`src/rtl/ballot_pkg.sv`:
```
// ballot_pkg: shared types and constants for the voter-side ballot unit.
//   state_e      : ballot FSM states (IDLE, ARMED, CAST, HOLD)
//   CAND_*       : bit index of each candidate in button/strobe vectors
//   NUM_BUTTONS  : number of voter push-buttons
//   count_high() : number of asserted bits in a button vector
package ballot_pkg;

    typedef enum logic [1:0] {
        IDLE  = 2'd0,
        ARMED = 2'd1,
        CAST  = 2'd2,
        HOLD  = 2'd3
    } state_e;

    localparam int NUM_BUTTONS = 4;

    localparam int CAND_P1   = 0;
    localparam int CAND_P2   = 1;
    localparam int CAND_P3   = 2;
    localparam int CAND_NOTA = 3;

    function automatic logic [2:0] count_high(input logic [NUM_BUTTONS-1:0] v);
        logic [2:0] n;
        n = '0;
        for (int i = 0; i < NUM_BUTTONS; i++) begin
            n = n + {2'b00, v[i]};
        end
        return n;
    endfunction

endpackage

```
`src/rtl/ballot_debounce.sv`:
```
// ballot_debounce: two-flop synchronizer followed by a stability counter.
//   clk_i   : system clock
//   rst_ni  : asynchronous active-low reset
//   btn_i   : raw asynchronous button level
//   level_o : debounced level; changes only after DEBOUNCE_CYCLES consecutive
//             synchronized samples that disagree with the current level
module ballot_debounce #(
    parameter int DEBOUNCE_CYCLES = 16
) (
    input  logic clk_i,
    input  logic rst_ni,
    input  logic btn_i,
    output logic level_o
);

    localparam int CW = $clog2(DEBOUNCE_CYCLES);
    localparam logic [CW-1:0] CNT_LAST = CW'(DEBOUNCE_CYCLES - 1);

    logic          sync1_q;
    logic          sync2_q;
    logic          level_q;
    logic          level_d;
    logic [CW-1:0] cnt_q;
    logic [CW-1:0] cnt_d;

    // Any sample agreeing with the current level restarts the count, so only
    // an unbroken run of disagreeing samples can flip the output.
    always_comb begin
        level_d = level_q;
        cnt_d   = '0;
        if (sync2_q != level_q) begin
            if (cnt_q == CNT_LAST) begin
                level_d = sync2_q;
            end else begin
                cnt_d = cnt_q + 1'b1;
            end
        end
    end

    always_ff @(posedge clk_i or negedge rst_ni) begin
        if (!rst_ni) begin
            sync1_q <= 1'b0;
            sync2_q <= 1'b0;
            level_q <= 1'b0;
            cnt_q   <= '0;
        end else begin
            sync1_q <= btn_i;
            sync2_q <= sync1_q;
            level_q <= level_d;
            cnt_q   <= cnt_d;
        end
    end

    assign level_o = level_q;

endmodule

```
`src/rtl/ballot_unit.sv`:
```
// ballot_unit: voter-side front end. Debounces four buttons and accepts
// exactly one vote per ballot release, then locks out until the buttons are
// released and the hold time has elapsed.
//   CLK, CLEAR_N                 : clock, asynchronous active-low reset
//   ENABLE                       : ballot release (level, sampled per cycle)
//   BTN_P1/P2/P3/NOTA            : raw active-high buttons
//   P1/P2/P3/NOTA                : registered one-cycle vote strobes
//   READY / BUSY                 : armed lamp / vote-recorded lockout lamp
//   ERR_MULTI                    : sticky multi-press flag, cleared on next release
//   TIMEOUT                      : one-cycle pulse when an armed ballot expires
// Optional feature: define VOTE_TIMEOUT_EN to enable the ARMED timeout.
module ballot_unit #(
    parameter int DEBOUNCE_CYCLES = 16,
    parameter int LOCKOUT_CYCLES  = 32,
    parameter int TIMEOUT_CYCLES  = 1024
) (
    input  logic CLK,
    input  logic CLEAR_N,
    input  logic ENABLE,
    input  logic BTN_P1,
    input  logic BTN_P2,
    input  logic BTN_P3,
    input  logic BTN_NOTA,
    output logic P1,
    output logic P2,
    output logic P3,
    output logic NOTA,
    output logic READY,
    output logic BUSY,
    output logic ERR_MULTI,
    output logic TIMEOUT
);

    import ballot_pkg::*;

    localparam int HCW = $clog2(LOCKOUT_CYCLES + 1);
    localparam logic [HCW-1:0] HOLD_LAST = HCW'(LOCKOUT_CYCLES - 1);

    state_e                 state_q, state_d;
    logic [NUM_BUTTONS-1:0] btn_raw;
    logic [NUM_BUTTONS-1:0] db_lvl;
    logic [NUM_BUTTONS-1:0] sel_q, sel_d;
    logic [NUM_BUTTONS-1:0] strobe_q, strobe_d;
    logic                   seen_q, seen_d;
    logic                   err_q, err_d;
    logic [HCW-1:0]         hold_cnt_q, hold_cnt_d;
    logic [2:0]             num_high;
    logic                   any_high;
    logic                   press_ok;
    logic                   multi;
    logic                   tmo_expire;

    assign btn_raw[CAND_P1]   = BTN_P1;
    assign btn_raw[CAND_P2]   = BTN_P2;
    assign btn_raw[CAND_P3]   = BTN_P3;
    assign btn_raw[CAND_NOTA] = BTN_NOTA;

    for (genvar gi = 0; gi < NUM_BUTTONS; gi++) begin : g_btn
        ballot_debounce #(
            .DEBOUNCE_CYCLES(DEBOUNCE_CYCLES)
        ) u_debounce (
            .clk_i  (CLK),
            .rst_ni (CLEAR_N),
            .btn_i  (btn_raw[gi]),
            .level_o(db_lvl[gi])
        );
    end

    assign num_high = count_high(db_lvl);
    assign any_high = |db_lvl;
    // Presses only count once every button has been seen released in this
    // ballot, so a button held across ENABLE cannot vote.
    assign press_ok = (state_q == ARMED) && seen_q && (num_high == 3'd1);
    assign multi    = (state_q == ARMED) && seen_q && (num_high >= 3'd2);

`ifdef VOTE_TIMEOUT_EN
    localparam int TCW = $clog2(TIMEOUT_CYCLES + 1);
    localparam logic [TCW-1:0] TMO_LAST = TCW'(TIMEOUT_CYCLES - 1);

    logic [TCW-1:0] tmo_cnt_q;
    logic           timeout_q;

    assign tmo_expire = (state_q == ARMED) && (tmo_cnt_q == TMO_LAST);

    // Held at zero outside ARMED, so it reads 0 on the first ARMED cycle.
    // A valid press on the expiry cycle takes priority over the timeout.
    always_ff @(posedge CLK or negedge CLEAR_N) begin
        if (!CLEAR_N) begin
            tmo_cnt_q <= '0;
            timeout_q <= 1'b0;
        end else begin
            if (state_q != ARMED) begin
                tmo_cnt_q <= '0;
            end else if (tmo_cnt_q != TMO_LAST) begin
                tmo_cnt_q <= tmo_cnt_q + 1'b1;
            end
            timeout_q <= tmo_expire && !press_ok;
        end
    end

    assign TIMEOUT = timeout_q;
`else
    assign tmo_expire = 1'b0;
    assign TIMEOUT    = 1'b0;
`endif

    // State register
    always_ff @(posedge CLK or negedge CLEAR_N) begin
        if (!CLEAR_N) begin
            state_q <= IDLE;
        end else begin
            state_q <= state_d;
        end
    end

    // Next-state logic
    always_comb begin
        state_d = state_q;
        case (state_q)
            IDLE:    if (ENABLE) state_d = ARMED;
            ARMED: begin
                if (press_ok) begin
                    state_d = CAST;
                end else if (tmo_expire) begin
                    state_d = IDLE;
                end
            end
            CAST:    state_d = HOLD;
            HOLD:    if ((hold_cnt_q >= HOLD_LAST) && !any_high) state_d = IDLE;
            default: state_d = IDLE;
        endcase
    end

    // Ballot bookkeeping next-state
    always_comb begin
        seen_d     = seen_q;
        err_d      = err_q;
        sel_d      = sel_q;
        hold_cnt_d = hold_cnt_q;
        // Strobe register fires for exactly the cycle after CAST.
        strobe_d   = (state_q == CAST) ? sel_q : '0;
        case (state_q)
            IDLE: begin
                if (ENABLE) begin
                    seen_d = 1'b0;
                    err_d  = 1'b0;
                end
            end
            ARMED: begin
                if (multi) begin
                    err_d  = 1'b1;
                    seen_d = 1'b0;
                end else if (!any_high) begin
                    seen_d = 1'b1;
                end
                if (press_ok) begin
                    sel_d = db_lvl;
                end
            end
            CAST:    hold_cnt_d = '0;
            HOLD: begin
                if (hold_cnt_q < HOLD_LAST) begin
                    hold_cnt_d = hold_cnt_q + 1'b1;
                end
            end
            default: ;
        endcase
    end

    always_ff @(posedge CLK or negedge CLEAR_N) begin
        if (!CLEAR_N) begin
            seen_q     <= 1'b0;
            err_q      <= 1'b0;
            sel_q      <= '0;
            hold_cnt_q <= '0;
            strobe_q   <= '0;
        end else begin
            seen_q     <= seen_d;
            err_q      <= err_d;
            sel_q      <= sel_d;
            hold_cnt_q <= hold_cnt_d;
            strobe_q   <= strobe_d;
        end
    end

    // Outputs
    always_comb begin
        READY     = (state_q == ARMED);
        BUSY      = (state_q == HOLD);
        ERR_MULTI = err_q;
        P1        = strobe_q[CAND_P1];
        P2        = strobe_q[CAND_P2];
        P3        = strobe_q[CAND_P3];
        NOTA      = strobe_q[CAND_NOTA];
    end

endmodule
```
`config.mk`:
```
export PLATFORM = sky130hd
export DESIGN_NAME = ballot_unit
export DESIGN_NICKNAME = d
export VERILOG_FILES = /design/src/rtl/ballot_pkg.sv /design/src/rtl/ballot_debounce.sv /design/src/rtl/ballot_unit.sv
export SDC_FILE = /design/constraint.sdc
export NUM_CORES = 1
export LEC_CHECK = 0
export BUFFER_PORTS_ARGS = -buffer_cell sky130_fd_sc_hd__buf_2
export CAP_MARGIN = 10
export CORE_MARGIN = 2
export CORE_UTILIZATION = 25
export CTS_CLUSTER_SIZE = 14
export DETAILED_ROUTE_END_ITERATION = 16
export PLACE_DENSITY = 0.47
export SLEW_MARGIN = 20
export SYNTH_ARGS = -nofsm -noshare
export SYNTH_HDL_FRONTEND = slang
export SYNTH_SLANG_ARGS = --single-unit
```
`constraint.sdc`:
```
create_clock -name CLK -period 2.95 [get_ports CLK]
set_input_delay 0.59 -clock CLK [delete_from_list [all_inputs] [get_ports CLK]]
set_output_delay 0.59 -clock CLK [all_outputs]
set_load 0.1 [all_outputs]
```
==> reports/results.tsv <==
stage	metric	value	unit
floorplan	Std-Cell Rows	32	
cells_and_area	most common cell after layout, fill and taps aside	dfrtp_1	
drt	vias per cell	4.10	
cells_and_area	final cell utilization of the core	30.1	%
global_route	GRT Residual Overflow	0	
cts	clock-pin slew on the worst setup and hold paths	0.08	ns
worst_setup_path	crit end category	flip-flop	
timing	FMAX	376	MHz
timing	PnR worst setup slack	0.288	ns
power_and_ir_drop	P_sw	0.541	mW
hold_path	Min-Delay Path Class	in -> async	
cells_and_area	FILL cells	811	
logic_synthesis	FF+latch count, synth	46	
timing	Min Hold Slack	0.275	ns
cts	Hold-fix buffers, CTS	0	
run_status	status	complete, no violations	
worst_setup_path	largest fanout on the critical path	3	
global_route	number of global-route vias before repair	1222	
cells_and_area	layout cells sized above 1	15.4	%
timing	crit share post-route	90.2	%
cells_and_area	Post-Layout Cell Count	297	
power_and_ir_drop	combinational power share	27.1	%
timing	final hold violations	0	
drt	Antenna Nets Post-Route	0	
cells_and_area	area grow syn2layout	15.2	%
timing	Worst-Margin Slew	0.538	ns
run	Max Cap Viol	0	
logic_synthesis	sequential cell area fraction in the yosys report	56.4	%
logic_synthesis	synth top area cells	dfrtp_1 56%, ha_1 8.6%, xnor2_1 3.4%, mux2_2 2.8%, o21ai_0 2.7%	
power_and_ir_drop	Clock power frac	27.8	%
logic_synthesis	Yosys top cell area share	56.4	%
cts	TritonCTS Sinks	46	
floorplan	die height	94.3	um
drt	First DRT Iteration DRCs	49	
place	Detail Placement HPWL	2280	um
timing	Final Skew	0.00559	ns
logic_synthesis	Cell variety after synth	30	
logic_synthesis	Cells after Synth	175	
drt	wire length per cell	10.5	um
floorplan	boundary pin count	15	
timing	Pins Over Slew Limit	0	
logic_synthesis	Syn Nets	197	
drt	Detailed Routing Iterations Pass 1	4	
logic_synthesis	Post-synth ARST share	100	%
place	input/output buffers	13	
drt	via count	1219	
global_route	largest net degree at the start of global routing	25	
timing	endpoints failing setup	0	
logic_synthesis	Syn. warnings	0	
cells_and_area	final layout net count	217	
power_and_ir_drop	Leak	1.11	nW
cts	H-tree depth	2	
floorplan	die width	94.3	um
cts	Num CTS Buffers	5	
place	Placed Cells	290	
cts	CTS max path bufs	2	
logic_synthesis	Avg Inst Size Synth	11.7	sq um
cells_and_area	most frequent cells in the layout	46 x dfrtp_1, 14 x inv_1, 14 x ha_1	
power_and_ir_drop	internal power	1.13	mW
power_and_ir_drop	pwr dens	712	mW/mm^2
timing	RSZ-0062 raised after global routing	no	
worst_setup_path	Setup Crit Path Kind	reg -> reg	
drt	drt total wl	3110	um
logic_synthesis	Post-synth EDFFs	0	
drt	Remaining DRCs	0	
logic_synthesis	Post-Syn Area	0.00204	sq mm
power_and_ir_drop	Sw Ratio	32.4	%
floorplan	Core Box Area	0.00781	sq mm
logic_synthesis	Top FF cell, synth	dfrtp_1	
worst_setup_path	Worst Path Required	3.13	ns
timing	max_slew headroom	64.1	%
cts	CTS root buf	clkbuf_8	
cts	Skew-Pair Late Insertion Delay	0.29	ns
worst_setup_path	Critical Path AT	2.85	ns
worst_setup_path	crit path launch type	flip-flop	
power_and_ir_drop	VDD IR max	373	uV
floorplan	starting density of the core	26.1	%
global_route	first-pass GRT wire length	5620	um
global_route	initial antenna violation count	0	
cts	CTS tree	yes	
global_route	GRT Overall Usage	8.26	%
logic_synthesis	Synth area leader	dfrtp_1	
floorplan	die area	0.00890	sq mm
cells_and_area	ant diodes	0	
place	worst slack, placed	0.252	ns
place	gp weighted congestion	0.690	
timing	Final TNS setup	0	ns
timing	crit path time final	2.66	ns
power_and_ir_drop	Reg power frac	45.1	%
## state kept, by name, summed over array words and instances (netlist names)
name / flops
strobe_q: 4
sel_q: 4
ERR_MULTI: 1
state_q: 2
seen_q: 1
g_btn.u_debounce.sync1_q: 4
g_btn.u_debounce.sync2_q: 4
hold_cnt_q: 6
g_btn.u_debounce.level_o: 4
g_btn.u_debounce.cnt_q: 16
## power by group through the flow
stage                     Sequential [mW]  Combinational [mW]  Clock, mW
after floorplan                     0.752               0.384          0
after global placement              0.769               0.461          0
after detailed placement            0.766               0.460          0
after CTS                           0.756               0.459      0.490
after global routing                0.769               0.506      0.524
final                               0.755               0.454      0.464
## final timing paths
| path | depth (start not counted) | slack [ns] | start | end |
|---|---|---|---|---|
| setup / recovery | 10 | 0.29 | g_btn[0].u_debounce.level_o | state_q[1] |
| hold / removal | 1 | 0.27 | CLEAR_N | strobe_q[1] |
| setup reg to reg | 10 | 0.29 | g_btn[0].u_debounce.level_o | state_q[1] |
| hold reg to reg | 0 | 0.35 | g_btn[2].u_debounce.sync1_q | g_btn[2].u_debounce.sync2_q |
| max in group asynchronous | 2 | 1.96 | CLEAR_N | hold_cnt_q[2] |
| min in group CLK | 0 | 0.35 | g_btn[2].u_debounce.sync1_q | g_btn[2].u_debounce.sync2_q |
## cell usage after synthesis (3+ instances only)
master    instances
nand3_1           7
a21oi_1           9
nand2_1          13
mux2i_1           4
dfrtp_1          46
nor2_1            7
inv_1            14
nor2b_1           7
nor3b_1           6
nand4b_1          3
ha_1             14
o21ai_0          11
xnor2_1           8
and2_1            4
mux2_2            5
## layout make-up
class                   instances  area [sq um]  area share, %
flip-flops and latches         46          1150           49.0
multi-input cells             114           833           35.5
well taps                     102           128           5.43
clock buffers                   6          82.6           3.51
repair buffers                 14          72.6           3.09
inverters                      14          52.6           2.24
clock inverters                 1          30.0           1.28
## timing repair
action / in CTS / in global routing
resized for setup: 0 / 1
setup buffers: 0 / 0
setup endpoints to repair: 0 / 1
## kinds of logic (layout without fill, tap and decap cells)
group	Yosys count	in the layout	share of synthesized area, %
simple gates	53	53	14.5
flops	46	46	56.4
compound gates	27	27	7.48
fa+ha+maj	15	15	9.57
buf+inv	15	35	2.94
mux	10	10	5.46
xor+xnor	8	8	3.44
other cells	1	1	0.184
## worst max-delay path, cell delays in order (launching register included)
cell,delay [ns]
dfrtp_1,0.38
inv_1,0.09
fa_1,0.55
inv_1,0.05
ha_1,0.19
inv_1,0.06
ha_1,0.24
nor3b_2,0.20
a21boi_0,0.11
or3_4,0.39
mux2_4,0.30
## routing by layer
metal / GRT usage, % / wire length [um] / vias up
li1: - / - / 629
met1: 11.8 / 1660 / 565
met2: 11.4 / 1250 / 18
met3: 2.41 / 140 / 7
met4: 3.99 / 62 / 0
met5: 0 / 0 / -
## metrics by stage
| stage | cell area (sq um) | power, mW |
|---|---|---|
| final | 2350 | 1.67 |
| after global routing | 2350 | 1.80 |
| after CTS | 2340 | 1.71 |
| after detailed placement | 2230 | 1.23 |
| after global placement | 2230 | 1.23 |
| after floorplan | 2040 | 1.14 |
(Power assumes the default switching activity.)
